==> src/rtl/cacheline_adaptor.sv <==
// Bridges 256-bit cache line requests to four 64-bit memory beats; resp_o pulses one cycle after the 4th strobe.
// Beats advance only on resp_i, so memory may stall freely between beats; no combinational input-to-output paths.
module cacheline_adaptor (
  input  logic         clk,
  input  logic         rst,
  input  logic [255:0] line_i,
  output logic [255:0] line_o,
  input  logic [31:0]  address_i,
  input  logic         read_i,
  input  logic         write_i,
  output logic         resp_o,
  input  logic [63:0]  burst_i,
  output logic [63:0]  burst_o,
  output logic [31:0]  address_o,
  output logic         read_o,
  output logic         write_o,
  input  logic         resp_i
);

  typedef enum logic [1:0] {IDLE, READ, WRITE, DONE} state_e;

  state_e       state_q, state_d;
  logic [1:0]   cnt_q, cnt_d;
  logic [31:0]  addr_q, addr_d;
  logic [255:0] wline_q, wline_d;
  logic [255:0] rbuf_q, rbuf_d;
  logic [7:0]   lsb;

  assign lsb = {cnt_q, 6'd0};

  always_ff @(posedge clk or posedge rst) begin
    if (rst) begin
      state_q <= IDLE;
      cnt_q   <= 2'd0;
      addr_q  <= 32'd0;
      wline_q <= 256'd0;
      rbuf_q  <= 256'd0;
    end else begin
      state_q <= state_d;
      cnt_q   <= cnt_d;
      addr_q  <= addr_d;
      wline_q <= wline_d;
      rbuf_q  <= rbuf_d;
    end
  end

  always_comb begin
    state_d = state_q;
    cnt_d   = cnt_q;
    addr_d  = addr_q;
    wline_d = wline_q;
    rbuf_d  = rbuf_q;
    case (state_q)
      IDLE: begin
        if (read_i) begin
          addr_d  = address_i;
          cnt_d   = 2'd0;
          state_d = READ;
        end else if (write_i) begin
          addr_d  = address_i;
          wline_d = line_i;
          cnt_d   = 2'd0;
          state_d = WRITE;
        end
      end
      READ: begin
        if (resp_i) begin
          rbuf_d[lsb +: 64] = burst_i;
          cnt_d = cnt_q + 2'd1;
          if (cnt_q == 2'd3) state_d = DONE;
        end
      end
      WRITE: begin
        if (resp_i) begin
          cnt_d = cnt_q + 2'd1;
          if (cnt_q == 2'd3) state_d = DONE;
        end
      end
      DONE: state_d = IDLE;
      default: state_d = IDLE;
    endcase
  end

  assign line_o    = rbuf_q;
  assign address_o = {addr_q[31:5], 5'b0};
  assign read_o    = (state_q == READ);
  assign write_o   = (state_q == WRITE);
  assign resp_o    = (state_q == DONE);
  assign burst_o   = (state_q == WRITE) ? wline_q[lsb +: 64] : 64'h0;

endmodule

==> config.mk <==
export PLATFORM = sky130hd
export DESIGN_NAME = cacheline_adaptor
export DESIGN_NICKNAME = d
export VERILOG_FILES = /design/src/rtl/cacheline_adaptor.sv
export SDC_FILE = /design/constraint.sdc
export NUM_CORES = 1
export LEC_CHECK = 0
export BUFFER_PORTS_ARGS = -buffer_cell sky130_fd_sc_hd__clkbuf_2
export CORE_AREA = 8 8 269 271
export CTS_CLUSTER_DIAMETER = 60
export DETAILED_ROUTE_END_ITERATION = 8
export DIE_AREA = 0 0 277 279
export HOLD_SLACK_MARGIN = 0.15
export SETUP_SLACK_MARGIN = 0.4
export SLEW_MARGIN = 20
export SYNTH_ARGS = -nofsm -noshare
export SYNTH_HDL_FRONTEND = slang
export SYNTH_SLANG_ARGS = --single-unit
==> constraint.sdc <==
create_clock -name clk -period 39.2 [get_ports clk]
set_clock_uncertainty 0.15 [all_clocks]
set_input_delay 3.92 -clock clk [delete_from_list [all_inputs] [get_ports clk]]
set_output_delay 3.92 -clock clk [all_outputs]
set_load 0.1 [all_outputs]
==> impl_metrics.yaml, run 1 <==
status:
  status: "complete, no violations"
sta:
  post-route-min-period_ns: 7.685
  slew_headroom_pct: 31.25
  timing.fmax_mhz: 130.1
  period_share_pct: 19.61
  setup_violations: 0
  worst_slew_pin_slew_ns: 1.031
  tns_ns: 0
  hold_viol_final: 0
  rsz0062_at_grt: "no"
  setup_slack_ns: 31.51
  drv_slew: 0
synthesis:
  ys_types: 30
  synth_top_area_share_pct: 62.25
  synth-seq-cells: 543
  syn_area_um2: 21830
  synth-seq-area-share_pct: 62.25
  ys_warn_count: 0
  synth.area.top_cells: "dfrtp_1 62%, mux2_2 15%, a22o_1 10%, mux4_2 6.6%, and2_1 1.8%"
  postSynthAreaPerCell_um2: 15.96
  synthCells: 1368
  synth_area_leader_cell: "dfrtp_1"
drt:
  firstDrtPassIters: 4
  avgRoutedWirePerCell_um: 23.82
  remaining_drc_errors: 0
  wirelength_mm: 71.23
  dr_total_vias: 15030
  vias_per_cell: 5.028
  ant_nets: 0
  drt_iter0_markers: 839
placement:
  place.port_buffers: 701
  dpl_worst_slack_ns: 31.95
  hpwlAfterDp_mm: 50.20
  gp_congestion: 0.8264
grt:
  groute.usage.overall_pct: 17.90
  grt_max_degree: 168
  grt_pass1_vias: 16740
  antenna_found_initial: 18
  grt-ovfl-total: 0
  grt_pass1_wl_mm: 107.7
hold_path:
  hold_class: "reg2reg"
  min_path_cells: 1
  min-delay-start: "wline_q[154]"
  min_to: "wline_q[154]"
cts:
  ctsResizeCount: 0
  numCtsBuffers: 67
  clk_pin_slew_ns: 0.05
  cts_max_level: 3
  insertion_delay_ns: 0.59
  cts_tree: "done"
  cts.sink_count: 543
  post_cts_buffers: 0
  cts.path.max_buffers: 3
  cts-root-buf: "clkbuf_16"
  ctsHoldBuffers: 0
setup_path:
  path_class: "reg2out"
  cp_max_fo: 32
  rr_worst_depth: 6
  cp_data_arrival_time_ns: 3.62
  endpoint_kind: "output pin"
  critPathRequiredTime_ns: 35.13
  r2r_end: "line_o[112]"
  r2r_slack_ns: 34.86
  crit_path_start_kind: "flip-flop"
  r2r-start: "cnt_q[0]"
layout:
  layout-drive-gt1-share_pct: 56.12
  fillers: 6389
  fin_nets: 2422
  syn_to_final_growth_pct: 29.66
die:
  die_area_um2: 77280
  start_util_pct: 32.11
  die_w_um: 277
  die_h_um: 279
  num_rows: 96
  num_io_pins: 712
  placeableCoreArea_um2: 67990
pwr:
  leakagePower_nw: 14.10
  power.density_nw_per_um2: 100.4
  irDropWorstVdd_v: 0.00007677
flow_run:
  max_cap_violations: 0
Yosys cell counts:
cell type  count
mux2i_1        5
clkbuf_1      44
nor3_1         2
o21ai_0        1
nor4_4         3
nand2b_4       1
and2_1        64
nor2b_1        1
nand2b_1       1
dfrtp_1      543
ha_1          13
nor2_1         1
mux4_2        64
conb_1         1
inv_1          5
nand3_1        4
o21ai_1        1
nor3b_1        1
mux2_2       283
nor3_2         1
nand3b_1       1
buf_6          6
nand2_1        6
buf_2         46
a32o_1         2
clkbuf_2       1
a22o_1       254
buf_1          3
a21oi_1        1
buf_4          9
state kept, by name, summed over array words and instances, names as in the netlist:
| signal | cells |
|---|---|
| line_o | 256 |
| state_q | 2 |
| cnt_q | 2 |
| wline_q | 256 |
| addr_q | 27 |
logic make-up after synthesis:
logic type	after synthesis	synth area share, %
compound gates	259	10.35
fa+ha+maj	13	0.7451
buf+inv	114	2.591
flops	543	62.25
mux	352	21.43
other cells	1	0.01718
simple gates	86	2.619
worst max-delay path, cell delays in order (launching register included):
cell and delay [ns]:
dfrtp_4 0.66, buf_4 0.61, buf_4 0.58, mux4_2 0.60, and2_1 0.17, clkbuf_2 0.37
through the flow:
stage	std cells	hold slack, ns	area (um^2)	power, W	util, %
after global routing	2985	0.3576	28290	0.002960	41.61
final	2990	0.3483	28300	0.002840	41.63
after floorplan	1372	0.3239	21840	0.001999	-
after CTS	2980	0.3503	28250	0.002874	41.55
after global placement	2864	0.3320	26140	0.002242	38.45
after detailed placement	2864	0.3378	26140	0.002272	38.45
layout by cell type (no fill, tap or decap), drive strengths merged, types with 2 or more instances in the layout:
| cell type | instances |
|---|---|
| mux2 | 283 |
| a32o | 2 |
| clkinv | 9 |
| buf | 19 |
| o21ai | 2 |
| nor3 | 3 |
| clkbuf | 801 |
| a22o | 254 |
| mux4 | 64 |
| dfrtp | 543 |
| ha | 13 |
| mux2i | 5 |
| nand2b | 2 |
| and2 | 64 |
| nand3 | 4 |
| inv | 12 |
| nor4 | 3 |
| diode | 9 |
| conb | 5 |
| nand2 | 6 |
final cells by class:
class,instances,area (um^2),share of cell area (%)
Clock inverter,16,142.6,0.5040
Antenna cell,9,22.52,0.07957
Timing Repair Buffer,720,3704,13.09
Sequential cell,543,13600,48.03
Tap cell,882,1104,3.899
Inverter,5,26.28,0.09283
Clock buffer,100,1963,6.936
Multi-Input combinational cell,715,7746,27.37
per-layer routing:
layer	GRT usage, %	up-vias	part of all wire (%)
met2	29.47	623	48
li1	-	6516	-
met1	20.33	7738	38
met4	6.249	18	3.4
met3	8.557	139	10
met5	0	-	0.16
worst max-delay path by stage:
stage	to	slack, ns	cells after the start	start
after detailed placement	burst_o[18]	31.95	5	cnt_q[0]
after global routing	burst_o[25]	31.18	5	cnt_q[0]
final	burst_o[18]	31.51	5	cnt_q[0]
after CTS	burst_o[18]	31.31	5	cnt_q[0]
after floorplan	addr_q[10]	19.95	1	rst
after global placement	burst_o[18]	31.94	5	cnt_q[0]
power by group:
part           leakage (nW)  total (W)  internal [W]  switching [W]
logic                  6.07    0.00137      0.000361        0.00101
registers              6.99   0.000883      0.000765       0.000118
clock network          1.04   0.000589      0.000349       0.000241
total                  14.1    0.00284       0.00147        0.00137
Power figures use the tool's default switching activity.
==> run 2, diff against run 1 <==
Settings changed: CORE_AREA 8 8 269 271 to 8 8 272 274, DIE_AREA 0 0 277 279 to 0 0 280 282.
Clock period 39.2 ns to 7.5 ns, I/O delays scaled along.
==> impl_metrics.yaml, run 2 (synthesis gave the netlist of run 1 again) <==
cts:
  ctsResizeCount: 0
  insertion_delay_ns: 0.59
  numCtsBuffers: 66
  cts_tree: "done"
  cts.sink_count: 543
  clk_pin_slew_ns: 0.06
  ctsHoldBuffers: 0
  cts-root-buf: "clkbuf_16"
  cts_max_level: 3
  cts.path.max_buffers: 3
  post_cts_buffers: 0
layout:
  layout.cells.most_common: "clkbuf_2"
  layout-drive-gt1-share_pct: 56.73
  syn_to_final_growth_pct: 30.84
  layout_common_cells: "701 x clkbuf_2, 541 x dfrtp_1, 283 x mux2_2"
  fin_nets: 2420
sta:
  hold_slack_ns: 0.2299
  rsz0062_at_grt: "no"
  setup_violations: 0
  slew_headroom_pct: 11.08
  worst_slew_pin_slew_ns: 1.334
  post-route-min-period_ns: 4.283
  hold_viol_final: 0
  period_share_pct: 57.10
  timing.fmax_mhz: 233.5
  drv_slew: 0
grt:
  antenna_found_initial: 18
  groute.usage.overall_pct: 17.27
  grt-ovfl-total: 0
  grt_pass1_wl_mm: 105.4
  grt_max_degree: 182
  grt_pass1_vias: 16480
drt:
  ant_nets: 0
  drt_iter0_markers: 815
  firstDrtPassIters: 5
  avgRoutedWirePerCell_um: 23.06
  wirelength_mm: 70.40
  remaining_drc_errors: 0
  vias_per_cell: 4.934
  dr_total_vias: 15060
hold_path:
  hold_class: "in2async"
setup_path:
  critPathRequiredTime_ns: 6.60
  r2r_slack_ns: 3.68
  r2r_end: "line_o[242]"
  endpoint_kind: "output pin"
  crit_path_start_kind: "flip-flop"
  r2r-start: "state_q[1]"
  cp_max_fo: 28
  path_class: "reg2out"
  cp_data_arrival_time_ns: 3.38
  rr_worst_depth: 6
pwr:
  leakagePower_nw: 14.18
  fin_total_pwr_w: 0.01499
  irDropWorstVdd_v: 0.0003427
  power.density_nw_per_um2: 524.8
die:
  die_area_um2: 78960
  die_h_um: 282
  num_rows: 97
  die_w_um: 280
  placeableCoreArea_um2: 69540
  start_util_pct: 31.39
  num_io_pins: 712
flow_run:
  max_cap_violations: 0
status:
  status: "complete, no violations"
placement:
  hpwlAfterDp_mm: 49.19
  place.port_buffers: 701
  gp_congestion: 0.8163
[run 2: final cells by class]
type                    count  area [um^2]
diodes                     10        25.02
clock buffers              92         1941
clock inverters            29        322.8
fillers                  6474        40980
inverters                   5        22.52
multi-input cells         715         7746
flip-flops and latches    543        13600
well taps                 940         1176
repair buffers            719         3734
[run 2: power by group]
| group | switching, W | internal, W | total, W | leakage, nW |
|---|---|---|---|---|
| clock | 0.00131 | 0.00192 | 0.00323 | 1.12 |
| combinational | 0.00524 | 0.00190 | 0.00714 | 6.08 |
| sequential | 0.000625 | 0.00400 | 0.00462 | 6.99 |
| total | 0.00718 | 0.00781 | 0.0150 | 14.2 |
[run 2: metal layers]
metal	vias to the layer above	routed length (um)	track usage, %
met5	-	64	0
met4	10	2451	6.397
met3	146	8048	7.976
met2	661	34010	28.67
met1	7717	25830	19.42
li1	6528	-	-
[run 2: per-stage QoR]
stage,cells,TNS (ns),setup WS (ns),cell area (um^2),utilization (%)
global route,3046,0,2.937,28540,41.05
CTS,3041,0,2.804,28480,40.96
detailed placement,2920,0,3.400,26220,37.70
global placement,2920,0,3.392,26220,37.70
floorplan,1372,-426.77,-0.7859,21850,-
finish,3053,0,3.217,28560,41.07
[run 2: worst max path at each step]
stage,endpoint,depth (start not counted),start,slack [ns]
after floorplan,addr_q[10],1,rst,-0.79
after global routing,burst_o[32],5,cnt_q[0],2.94
after global placement,line_o[236],5,cnt_q[0],3.39
final,burst_o[32],5,cnt_q[0],3.22
after CTS,burst_o[32],4,cnt_q[0],2.80
after detailed placement,line_o[242],5,cnt_q[0],3.40
[run 2: worst max-delay path: stages (launching register included)]
cell      delay (ns)
dfrtp_4         0.71
buf_16          0.28
buf_4           0.57
mux4_2          0.57
and2_1          0.22
clkbuf_2        0.40
